## src/rtl/transfer_pkg.sv

```systemverilog
// Shared types and constants for the byte-serial transfer unit.
package transfer_pkg;

    typedef enum logic [1:0] {
        IDLE,
        WAIT_DATA,
        XFER,
        FINISH
    } state_t;

    localparam logic MODE_LOAD  = 1'b0;
    localparam logic MODE_STORE = 1'b1;
    localparam logic CS_ACTIVE  = 1'b0;

    // Width of a byte-index counter; a one-byte word still needs one bit.
    function automatic int idx_width(input int bytes);
        return (bytes > 1) ? $clog2(bytes) : 1;
    endfunction

endpackage

```

## src/rtl/byte_lane_shifter.sv

```systemverilog
// Byte lane datapath: inserts read bytes into a word for loads, selects
// the current byte of a held word for stores, and tracks the byte index.
module byte_lane_shifter
    import transfer_pkg::*;
#(
    parameter int DATA_W = 16
) (
    input  logic              clk,
    input  logic              rst,
    input  logic              clear,
    input  logic              load_word,
    input  logic [DATA_W-1:0] store_word,
    input  logic              advance,
    input  logic              insert,
    input  logic [7:0]        byte_in,
    output logic [DATA_W-1:0] assembled,
    output logic [7:0]        byte_out,
    output logic              last
);

    localparam int BYTES = DATA_W / 8;
    localparam int IDX_W = idx_width(BYTES);

    logic [DATA_W-1:0] word_q;
    logic [IDX_W-1:0]  idx_q;

    // Current word with the incoming byte dropped into the active lane,
    // and the active lane of the held word for writing out.
    always_comb begin
        // NOTE: every combinational output is given a default before the
        // lane loop so no path through the block can infer a latch.
        assembled = word_q;
        byte_out  = '0;
        for (int k = 0; k < BYTES; k++) begin
            if (idx_q == IDX_W'(k)) begin
                assembled[8*k +: 8] = byte_in;
                byte_out            = word_q[8*k +: 8];
            end
        end
    end

    assign last = (idx_q == IDX_W'(BYTES - 1));

    // Word register and byte index; the index wraps at the end of each word.
    always_ff @(posedge clk) begin
        // NOTE: all state updates are non-blocking so every read in this
        // block sees the value from before the clock edge.
        if (rst) begin
            // NOTE: the word register is data, but it is reset anyway so
            // the byte driven toward memory is defined straight out of reset.
            word_q <= '0;
            idx_q  <= '0;
        end else if (load_word) begin
            word_q <= store_word;
            idx_q  <= '0;
        end else begin
            if (clear) begin
                idx_q <= '0;
            end else if (advance) begin
                idx_q <= last ? '0 : idx_q + 1'b1;
            end
            if (advance && insert) begin
                word_q <= assembled;
            end
        end
    end

endmodule

```

## src/rtl/byte_serial_transfer_unit.sv

```systemverilog
// Burst engine moving DATA_W-bit words between a byte-wide memory and the
// datapath, one byte per cycle, little-endian, with auto-incrementing address.
module byte_serial_transfer_unit
    import transfer_pkg::*;
#(
    parameter int DATA_W = 16,
    parameter int ADDR_W = 16,
    parameter int CNT_W  = 8
) (
    input  logic              Clock,
    input  logic              Reset,
    input  logic              Start,
    input  logic              Mode,
    input  logic [ADDR_W-1:0] BaseAddr,
    input  logic [CNT_W-1:0]  WordCount,
    input  logic [DATA_W-1:0] StoreData,
    input  logic              StoreValid,
    output logic              StoreReady,
    output logic [DATA_W-1:0] LoadData,
    output logic              LoadValid,
    output logic              Busy,
    output logic              Done,
    output logic [ADDR_W-1:0] Mem_Address,
    output logic              Mem_CS,
    output logic              Mem_WR,
    output logic [7:0]        Mem_DataOut,
    input  logic [7:0]        Mem_DataIn
);

    state_t            state_q, state_d;
    logic [ADDR_W-1:0] addr_q;
    logic [CNT_W-1:0]  cnt_q;
    logic              mode_q;
    logic [DATA_W-1:0] load_data_q;
    logic              load_valid_q;

    logic              start_take;
    logic              store_take;
    logic              in_xfer;
    logic              last_word;
    logic              last;
    logic [DATA_W-1:0] assembled;
    logic [7:0]        byte_out;

    assign start_take = (state_q == IDLE) && Start;
    assign store_take = (state_q == WAIT_DATA) && StoreValid;
    assign in_xfer    = (state_q == XFER);
    assign last_word  = (cnt_q == CNT_W'(1));

    byte_lane_shifter #(
        .DATA_W(DATA_W)
    ) u_lanes (
        .clk       (Clock),
        .rst       (Reset),
        .clear     (start_take),
        .load_word (store_take),
        .store_word(StoreData),
        .advance   (in_xfer),
        .insert    (mode_q == MODE_LOAD),
        .byte_in   (Mem_DataIn),
        .assembled (assembled),
        .byte_out  (byte_out),
        .last      (last)
    );

    // State register.
    always_ff @(posedge Clock) begin
        if (Reset) begin
            state_q <= IDLE;
        end else begin
            state_q <= state_d;
        end
    end

    // Next state plus the Done/StoreReady strobes. FINISH waits out the
    // final LoadValid cycle so Done always trails the last loaded word.
    always_comb begin
        state_d    = state_q;
        Done       = 1'b0;
        StoreReady = 1'b0;
        case (state_q)
            IDLE: begin
                if (Start) begin
                    if (WordCount == '0) begin
                        state_d = FINISH;
                    end else if (Mode == MODE_STORE) begin
                        state_d = WAIT_DATA;
                    end else begin
                        state_d = XFER;
                    end
                end
            end
            WAIT_DATA: begin
                StoreReady = 1'b1;
                if (StoreValid) begin
                    state_d = XFER;
                end
            end
            XFER: begin
                if (last) begin
                    if (last_word) begin
                        state_d = FINISH;
                    end else if (mode_q == MODE_STORE) begin
                        state_d = WAIT_DATA;
                    end
                end
            end
            FINISH: begin
                if (!load_valid_q) begin
                    Done    = 1'b1;
                    state_d = IDLE;
                end
            end
            default: state_d = IDLE;
        endcase
    end

    // Burst context: address, remaining words, mode, and the load result.
    always_ff @(posedge Clock) begin
        if (Reset) begin
            addr_q       <= '0;
            cnt_q        <= '0;
            mode_q       <= MODE_LOAD;
            load_data_q  <= '0;
            load_valid_q <= 1'b0;
        end else begin
            load_valid_q <= 1'b0;
            if (start_take) begin
                addr_q <= BaseAddr;
                cnt_q  <= WordCount;
                mode_q <= Mode;
            end else if (in_xfer) begin
                addr_q <= addr_q + 1'b1;
                if (last) begin
                    cnt_q <= cnt_q - 1'b1;
                    if (mode_q == MODE_LOAD) begin
                        load_data_q  <= assembled;
                        load_valid_q <= 1'b1;
                    end
                end
            end
        end
    end

    assign Busy        = (state_q != IDLE);
    assign Mem_Address = addr_q;
    assign Mem_CS      = in_xfer ? CS_ACTIVE : ~CS_ACTIVE;
    assign Mem_WR      = in_xfer && (mode_q == MODE_STORE);
    assign Mem_DataOut = Mem_WR ? byte_out : 8'h00;
    assign LoadData    = load_data_q;
    assign LoadValid   = load_valid_q;

endmodule

```

## config.mk

```make
export PLATFORM = sky130hd
export DESIGN_NAME = byte_serial_transfer_unit
export DESIGN_NICKNAME = d
export VERILOG_FILES = /design/src/rtl/transfer_pkg.sv /design/src/rtl/byte_lane_shifter.sv /design/src/rtl/byte_serial_transfer_unit.sv
export SDC_FILE = /design/constraint.sdc
export NUM_CORES = 1
export LEC_CHECK = 0
export ABC_AREA = 1
export BUFFER_PORTS_ARGS = -buffer_cell sky130_fd_sc_hd__buf_4
export CORE_MARGIN = 2
export CORE_UTILIZATION = 55
export DETAILED_ROUTE_END_ITERATION = 16
export PLACE_DENSITY = 0.84
export SLEW_MARGIN = 10
export SYNTH_ARGS = -nofsm -noshare
export SYNTH_HDL_FRONTEND = slang
export SYNTH_SLANG_ARGS = --single-unit
```

## constraint.sdc

```tcl
create_clock -name Clock -period 3 [get_ports Clock]
set_input_delay 0.75 -clock Clock [delete_from_list [all_inputs] [get_ports Clock]]
set_output_delay 0.75 -clock Clock [all_outputs]
set_load 0.02 [all_outputs]
```

# After elaboration in Yosys (flattened, before gate mapping)
# Cells that the tools add are included.
# word_totals
reg_bits	61
output_inout_bits	46
word_cells	65
# op_classes
addsub	3
n_eq_ne	9
mux	26
bitwise	4
reduce_logical	15
# op_table
cell	n
2-to-1 mux 16 bit	4
2-to-1 mux 8 bit	7
adder 16 x 1 -> 16 bit (second input constant)	1
2-to-1 mux 2 bit	8
equality test 8 x 1 -> 1 bit (second input constant)	1
logical NOT 8 bit	1
one-hot mux 2 bit (4 select lines)	1
nonzero test 2 bit	4
subtractor 8 x 1 -> 8 bit (second input constant)	1
2-to-1 mux 1 bit	6
!= test 2 bit (second input constant)	3
AND reduction 5 bit	1
equality test 2 bit (second input constant)	2
logical AND 1 bit	4
NOT 1 bit	4
AND reduction 4 bit	1
OR reduction 4 bit	1
!= test 3 x 2 -> 1 bit (second input constant)	1
OR reduction 3 bit	1
equality test 2 x 1 -> 1 bit (second input constant)	1
logical NOT 2 bit	1
!= test 2 x 1 -> 1 bit (second input constant)	1
AND reduction 2 bit	1
adder 1 bit (second input constant)	1

# Longest topological paths before layout
# Gate-level depths: netlist of the first run.
# depth
ltp_word	4
depth_mapped	10
depth_no_buf	9

# Hierarchy
# From an unflattened synthesis of the first run, not the netlist that was laid out.
# unflattened
cells_unflattened	602
hier_area_um2	3768.6
# modules_own_cells
module	instances	cells_each	area_each_um2
byte_serial_transfer_unit	1	398	2544.9
byte_lane_shifter	1	204	1223.7

# Least setup slack after synthesis of the first run
# OpenSTA, ideal clock, no wires.
# synth_path
path_kind	flip-flop to output port
startpoint	reg state_q[1]
endpoint	out Mem_DataOut[0]
arrival_time_ps	1797
setup_slack_ps	453
path_stages_with_launch	7
n_path_buf	0
cell_sequence	dfxtp_1 inv_2 nor2_4 inv_1 nor2_1 inv_1 a21oi_1
# synth_between
elab_chain_cells	3
# synth_lines
element	line_no	source
start: declaration	byte_serial_transfer_unit.sv:30	state_t state_q, state_d;
start signal: assignment	byte_serial_transfer_unit.sv:71	state_q <= state_d;
equality test 2 bit	byte_serial_transfer_unit.sv:47	assign in_xfer = (state_q == XFER);
logical AND 1 bit	byte_serial_transfer_unit.sv:148	assign Mem_WR = in_xfer && (mode_q == MODE_STORE);
via Mem_WR	byte_serial_transfer_unit.sv:25	output logic Mem_WR,
2-to-1 mux 8 bit	byte_serial_transfer_unit.sv:149	assign Mem_DataOut = Mem_WR ? byte_out : 8'h00;
end: declaration	byte_serial_transfer_unit.sv:26	output logic [7:0] Mem_DataOut,
# The timed path passes the listed nets, and every way through them passes these cells.

# Worst setup path in the final report of the first run
# layout_path
startpoint	reg state_q[1]
endpoint	out Mem_DataOut[4]
# layout_between
elab_chain_cells	3
# layout_lines
element	line_no
equality test 2 bit	byte_serial_transfer_unit.sv:47
logical AND 1 bit	byte_serial_transfer_unit.sv:148
2-to-1 mux 8 bit	byte_serial_transfer_unit.sv:149
# No other way between the ends.

==> out/qor.csv, run 1 <==
stage,metric,value,unit
timing,holdWs,0.462,ns
routing,first_iter_violations,293,
global_routing,antenna_found_initial,0,
logic_synthesis,synth_top_family_by_area,simple AND/OR/NAND/NOR gates,
final_layout,post-route-util,0.736,
timing,setup_viol,0,
clocking,cts_root_buf,clkbuf_8,
setup_path,rr_startpoint,state_q[0]$_SDFFE_PP0P_,
die,start_util,0.576,
placed_design,gp_congestion,0.933,
die,die_h,83.2,um
clocking,cts_hold_buf,0,
setup_path,cp-startpoint,state_q[1]$_SDFFE_PP0P_,
setup_path,critPathLaunchType,flip-flop,
die,core,5990,um^2
clocking,numCtsBuffers,9,
timing,tightest_slew,0.463,ns
logic_synthesis,synth_cell_types,32,
final_layout,antennaDiodeCount,0,
status,outcome,finished clean,
setup_path,cp_data_arrival_time,1.81,ns
global_routing,grt_pass1_wl,16.1,mm
logic_synthesis,ys_warn_count,0,
routing,ant_nets,0,
power,p_leak,2.03,nW
clocking,path_clk_slew,0.07,ns
routing,first_pass_iters,6,
power,ir_drop,476,uV
routing,wire_per_inst,14.5,um
logic_synthesis,synthMuxAreaShare,0,
timing,hold_viol,0,
logic_synthesis,synth_area,3450,um^2
placed_design,hpwl,6.96,mm
job,maxCapViolations,0,
timing,slew_headroom,0.691,
global_routing,grt_pass1_vias,3539,
final_layout,syn2layout_area_growth,27.7,%
timing,max_freq,0.391,GHz
die,die_area,6930,um^2
global_routing,track_usage,0.282,
timing,period_minus_slack,2.56,ns
logic_synthesis,syn_nets,576,
setup_path,cp_max_fo,8,
timing,grt_setup_unrepaired,false,
placed_design,portBuffers,98,
final_layout,layout.nets,669,
logic_synthesis,synth_fa_ha_area_frac,0.0109,
global_routing,grt-ovfl-total,0,
die,chipWidth,83.2,um
hold_path,hp-class,flip-flop to flip-flop,
timing,finalMaxSlewViolations,0,
final_layout,final_common_cell,nand2_1,
clocking,clock-sinks,61,
placed_design,dpl_worst_slack,0.808,ns
logic_synthesis,synth-seq-cells,61,
setup_path,required,2.25,ns
hold_path,min-delay-start,LoadData[9]$_SDFFE_PP0P_,
logic_synthesis,avgSynthCellArea,6.64,um^2
power,power_density,849,nW/um^2
routing,drc,0,
die,ioPinCount,99,
clocking,cts_resized,0,
setup_path,crit_type,flip-flop to output port,
clocking,insertion_delay,0.35,ns
routing,via_per_inst,5.60,
timing,fin_ws,0.441,ns
clocking,clockBufferDepth,2,
clocking,cts_tree,done,
logic_synthesis,yosys.area_share.simple,0.332,
routing,postRouteWirelength,10.1,mm
routing,num_vias,3884,
setup_path,cp-end-kind,output port,
logic_synthesis,netlist_instances,520,
clocking,htreeDepth,3,
logic_synthesis,yosysSeqAreaShare,0.354,
logic_synthesis,synth-xor-area-share,0.0178,
clocking,post_cts.repair.setup_buffers,0,
final_layout,final_cell_mix,"nand2_1, buf_4, dfxtp_1",
timing,clock-skew-final,0.0104,ns
final_layout,drive_gt1_frac,0.220,
timing,tns,0,ns
timing,min_period_over_period,0.853,
global_routing,grt_max_degree,29,
logic_synthesis,synth_compound_area_frac,0.186,
die,rows,28,
==> logic make-up (layout without fill, tap and decap cells) <==
kind of cell,Yosys count,after routing
buf+inv,79,177
simple gates,259,259
flops,61,61
fa+ha+maj,3,3
xor+xnor,7,7
compound gates,111,111
==> sequential cells by signal (all words and copies together), names as in the netlist <==
register,flops
LoadData,16
u_lanes.word_q,16
cnt_q,8
mode_q,1
Mem_Address,16
u_lanes.last,1
state_q,2
LoadValid,1
==> worst paths after layout <==
check / slack, ns / depth (start not counted) / to
hold reg to reg: 0.46 / 2 / LoadData[9]$_SDFFE_PP0P_
hold / removal: 0.46 / 2 / LoadData[9]$_SDFFE_PP0P_
setup / recovery: 0.44 / 8 / Mem_DataOut[4]
setup reg to reg: 0.94 / 9 / Mem_Address[11]$_SDFFE_PP0P_
==> critical path, cell delays in order (launching register included) <==
cell	delay, ns
dfxtp_1	0.41
inv_2	0.11
nor2_4	0.09
inv_1	0.04
buf_4	0.15
nor2_1	0.13
inv_1	0.17
a21oi_1	0.19
buf_4	0.17
==> through the flow <==
stage | total power, mW | area (um^2) | cells
after floorplan | 2.45 | 3450 | 520
after global placement | 2.84 | 4200 | 677
after detailed placement | 2.90 | 4200 | 677
after CTS | 3.72 | 4410 | 693
after global routing | 3.97 | 4410 | 693
final | 3.74 | 4410 | 693
==> cell type report <==
class                           instances  area (um^2)
Multi-Input combinational cell        380         1890
Fill cell                             494         1580
Sequential cell                        61         1220
Timing Repair Buffer                  102          766
Inverter                               59          229
Clock buffer                           10          128
Tap cell                               75         93.8
Clock inverter                          6         86.3
==> power by group <==
| part | internal (mW) | switching, mW |
|---|---|---|
| Clock | 0.468 | 0.349 |
| Combinational | 0.608 | 1.08 |
| Sequential | 1.02 | 0.223 |
==> per-layer routing <==
metal | GRT usage | routed length, um
met5 | 0 | 0
met2 | 0.474 | 4810
met3 | 0.0686 | 921
met1 | 0.338 | 4040
met4 | 0.130 | 304
==> synth_stat cells (all sizes together) <==
library cell  number  area, um^2
nand3             41         205
xor2               4        35.0
a31oi             15        93.8
a211oi             8        75.1
nor3               6        35.0
ha                 3        37.5
nand4              5        31.3
buf               13        90.1
o22ai              1        6.26
clkbuf             7        26.3
a21oi             34         170
nor2              60         280
o221ai             7        61.3
o211ai             2        15.0
o21ai             44         220
xnor2              3        26.3
dfxtp             61        1220
inv               59         229
nand2            147         593
Note: power is estimated with default switching activity, not from simulation.
==> inputs of run 2 (changes only) <==
CORE_UTILIZATION = 52   (was 55)
PLACE_DENSITY = not set   (was 0.84)
PLACE_DENSITY_LB_ADDON = 0.15   (was not set)
clock period = 2.58 ns   (was 3 ns; I/O delays follow)
==> run 2 against run 1 <==
  * Wire length shrank 3.8%
  * Final area grew 0.11%
  * Die area grew 5.5%
  * Sequential share of layout area is essentially flat
  * Clock power grew 18%
  * Combinational power grew 14%
  * Largest power group unchanged
==> out/qor.csv, run 2 (synthesis results as in run 1) <==
stage,metric,value,unit,change
status,outcome,finished clean,,unchanged
global_routing,track_usage,0.278,,was 0.282
power,power_density,982,nW/um^2,was 849 nW/um^2
routing,wire_per_inst,14.0,um,was 14.5 um
timing,clock-skew-final,0.0107,ns,was 0.0104 ns
clocking,clock-sinks,61,,unchanged
die,start_util,0.541,,was 0.576
timing,max_freq,0.423,GHz,
die,ioPinCount,99,,unchanged
setup_path,required,1.93,ns,was 2.25 ns
routing,postRouteWirelength,9.69,mm,was 10.1 mm
final_layout,post-route-util,0.691,,was 0.736
power,power,4.33,mW,was 3.74 mW
timing,fin_ws,0.215,ns,was 0.441 ns
placed_design,gp_congestion,0.937,,was 0.933
timing,tightest_slew,0.440,ns,was 0.463 ns
routing,num_vias,3811,,was 3884
clocking,clockBufferDepth,2,,unchanged
setup_path,cp_max_fo,8,,unchanged
hold_path,whs_path_depth,2,,unchanged
final_layout,layout.nets,668,,was 669
hold_path,min-delay-start,LoadData[15]$_SDFFE_PP0P_,,was LoadData[9]$_SDFFE_PP0P_
hold_path,hold_end,LoadData[15]$_SDFFE_PP0P_,,was LoadData[9]$_SDFFE_PP0P_
routing,via_per_inst,5.49,,was 5.60
placed_design,dpl-instance-area,4190,um^2,was 4200 um^2
timing,min_period_over_period,0.917,,
setup_path,crit_type,flip-flop to output port,,unchanged
setup_path,cp_data_arrival_time,1.72,ns,was 1.81 ns
hold_path,hp-class,flip-flop to flip-flop,,unchanged
global_routing,grt-ovfl-total,0,,unchanged
setup_path,rr_startpoint,state_q[0]$_SDFFE_PP0P_,,unchanged
global_routing,grt_pass1_vias,3674,,was 3539
timing,grt_setup_unrepaired,false,,unchanged
clocking,insertion_delay,0.35,ns,about the same
timing,hold_viol,0,,unchanged
global_routing,grt_pass1_wl,16.4,mm,was 16.1 mm
placed_design,dpl_worst_slack,0.513,ns,was 0.808 ns
clocking,numCtsBuffers,9,,unchanged
die,die_h,85.5,um,was 83.2 um
final_layout,drive_gt1_frac,0.222,,was 0.220
clocking,path_clk_slew,0.07,ns,about the same
placed_design,hpwl,6.93,mm,was 6.96 mm
final_layout,antennaDiodeCount,0,,unchanged
routing,drc,0,,unchanged
final_layout,final_cell_mix,"nand2_1, buf_4, dfxtp_1",,unchanged
power,ir_drop,606,uV,was 476 uV
clocking,cts_hold_buf,0,,unchanged
global_routing,antenna_found_initial,0,,unchanged
final_layout,final_common_cell,nand2_1,,unchanged
timing,setup_viol,0,,unchanged
die,core,6390,um^2,was 5990 um^2
timing,tns,0,ns,unchanged
clocking,cts_tree,done,,unchanged
clocking,cts_root_buf,clkbuf_8,,unchanged
placed_design,portBuffers,98,,unchanged
timing,slew_headroom,0.706,,was 0.691
final_layout,n_fill_cell,584,,was 494
global_routing,grt_max_degree,29,,unchanged
job,maxCapViolations,0,,unchanged
clocking,cts_resized,0,,unchanged
setup_path,cp-end-kind,output port,,unchanged
routing,first_pass_iters,5,,was 6
clocking,post_cts.repair.setup_buffers,0,,unchanged
timing,finalMaxSlewViolations,0,,unchanged
setup_path,ff2ff_path_depth,9,,unchanged
setup_path,ff2ff_setup_slack,0.62,ns,was 0.94 ns
die,die_area,7310,um^2,was 6930 um^2
setup_path,critPathLaunchType,flip-flop,,unchanged
routing,first_iter_violations,347,,was 293
routing,ant_nets,0,,unchanged
final_layout,syn2layout_area_growth,27.9,%,was 27.7%
die,chipWidth,85.5,um,was 83.2 um
clocking,htreeDepth,3,,unchanged
die,rows,29,,was 28
power,p_leak,2.03,nW,about the same
final_layout,final_area,4410,um^2,about the same
timing,period_minus_slack,2.37,ns,
setup_path,r2r_end,Mem_Address[13]$_SDFFE_PP0P_,,was Mem_Address[11]$_SDFFE_PP0P_
==> run 2: cell count changes in the layout (fill, tap and decap cells not counted) <==
cell,change
clkbuf_8,+1
clkbuf_1,-1
inv_6,-1
inv_2,+1
inv_1,-1
buf_4,-1
clkinv_4,+1
==> run 2: layout make-up <==
class                      instances  area, um^2  share of cell area
clock inverter                     6        86.3              0.0196
multi-input combinational        380        1890               0.427
sequential                        61        1220               0.277
inverter                          59         229              0.0519
tap                               77        96.3              0.0218
clock buffer                      10         138              0.0312
timing repair buffer             101         758               0.172
==> run 2: worst max-delay path by stage <==
| stage | startpoint | to | slack [ns] | depth (start not counted) |
|---|---|---|---|---|
| after floorplan | state_q[1]$_SDFFE_PP0P_ | Mem_DataOut[0] | 0.14 | 6 |
| after global placement | Start | Mem_Address[11]$_SDFFE_PP0P_ | 0.58 | 9 |
| after detailed placement | state_q[1]$_SDFFE_PP0P_ | Mem_DataOut[7] | 0.51 | 7 |
| after CTS | state_q[1]$_SDFFE_PP0P_ | Mem_DataOut[7] | 0.13 | 7 |
| after global routing | state_q[1]$_SDFFE_PP0P_ | Mem_DataOut[6] | 0.06 | 7 |
| final | state_q[1]$_SDFFE_PP0P_ | Mem_DataOut[7] | 0.21 | 7 |
==> run 2: metal layers <==
metal	up-vias	track usage	wire, um
li1	1896	-	-
met4	0	0.123	187
met3	19	0.0671	754
met1	1753	0.329	3970
met2	143	0.475	4770
met5	-	0	0
==> run 2: stage by stage <==
stage | hold WS [ns] | instances
2_1_floorplan | 0.464 | 520
3_3_place_gp | 0.452 | 678
3_5_place_dp | 0.454 | 678
4_1_cts | 0.465 | 694
5_1_grt | 0.503 | 694
6_report | 0.465 | 694
==> run 2: worst max-delay path, cell delays in order (launching register included) <==
cell and delay (ns):
dfxtp_1 0.43, inv_2 0.11, nor2_4 0.10, inv_1 0.12, nor2_1 0.17, inv_2 0.12, a21oi_1 0.16, buf_4 0.16
==> run 2: power by group <==
group	switching, mW	leakage (nW)	internal [mW]
registers	0.248	0.498	1.18
logic	1.24	1.42	0.698
clock network	0.400	0.112	0.568
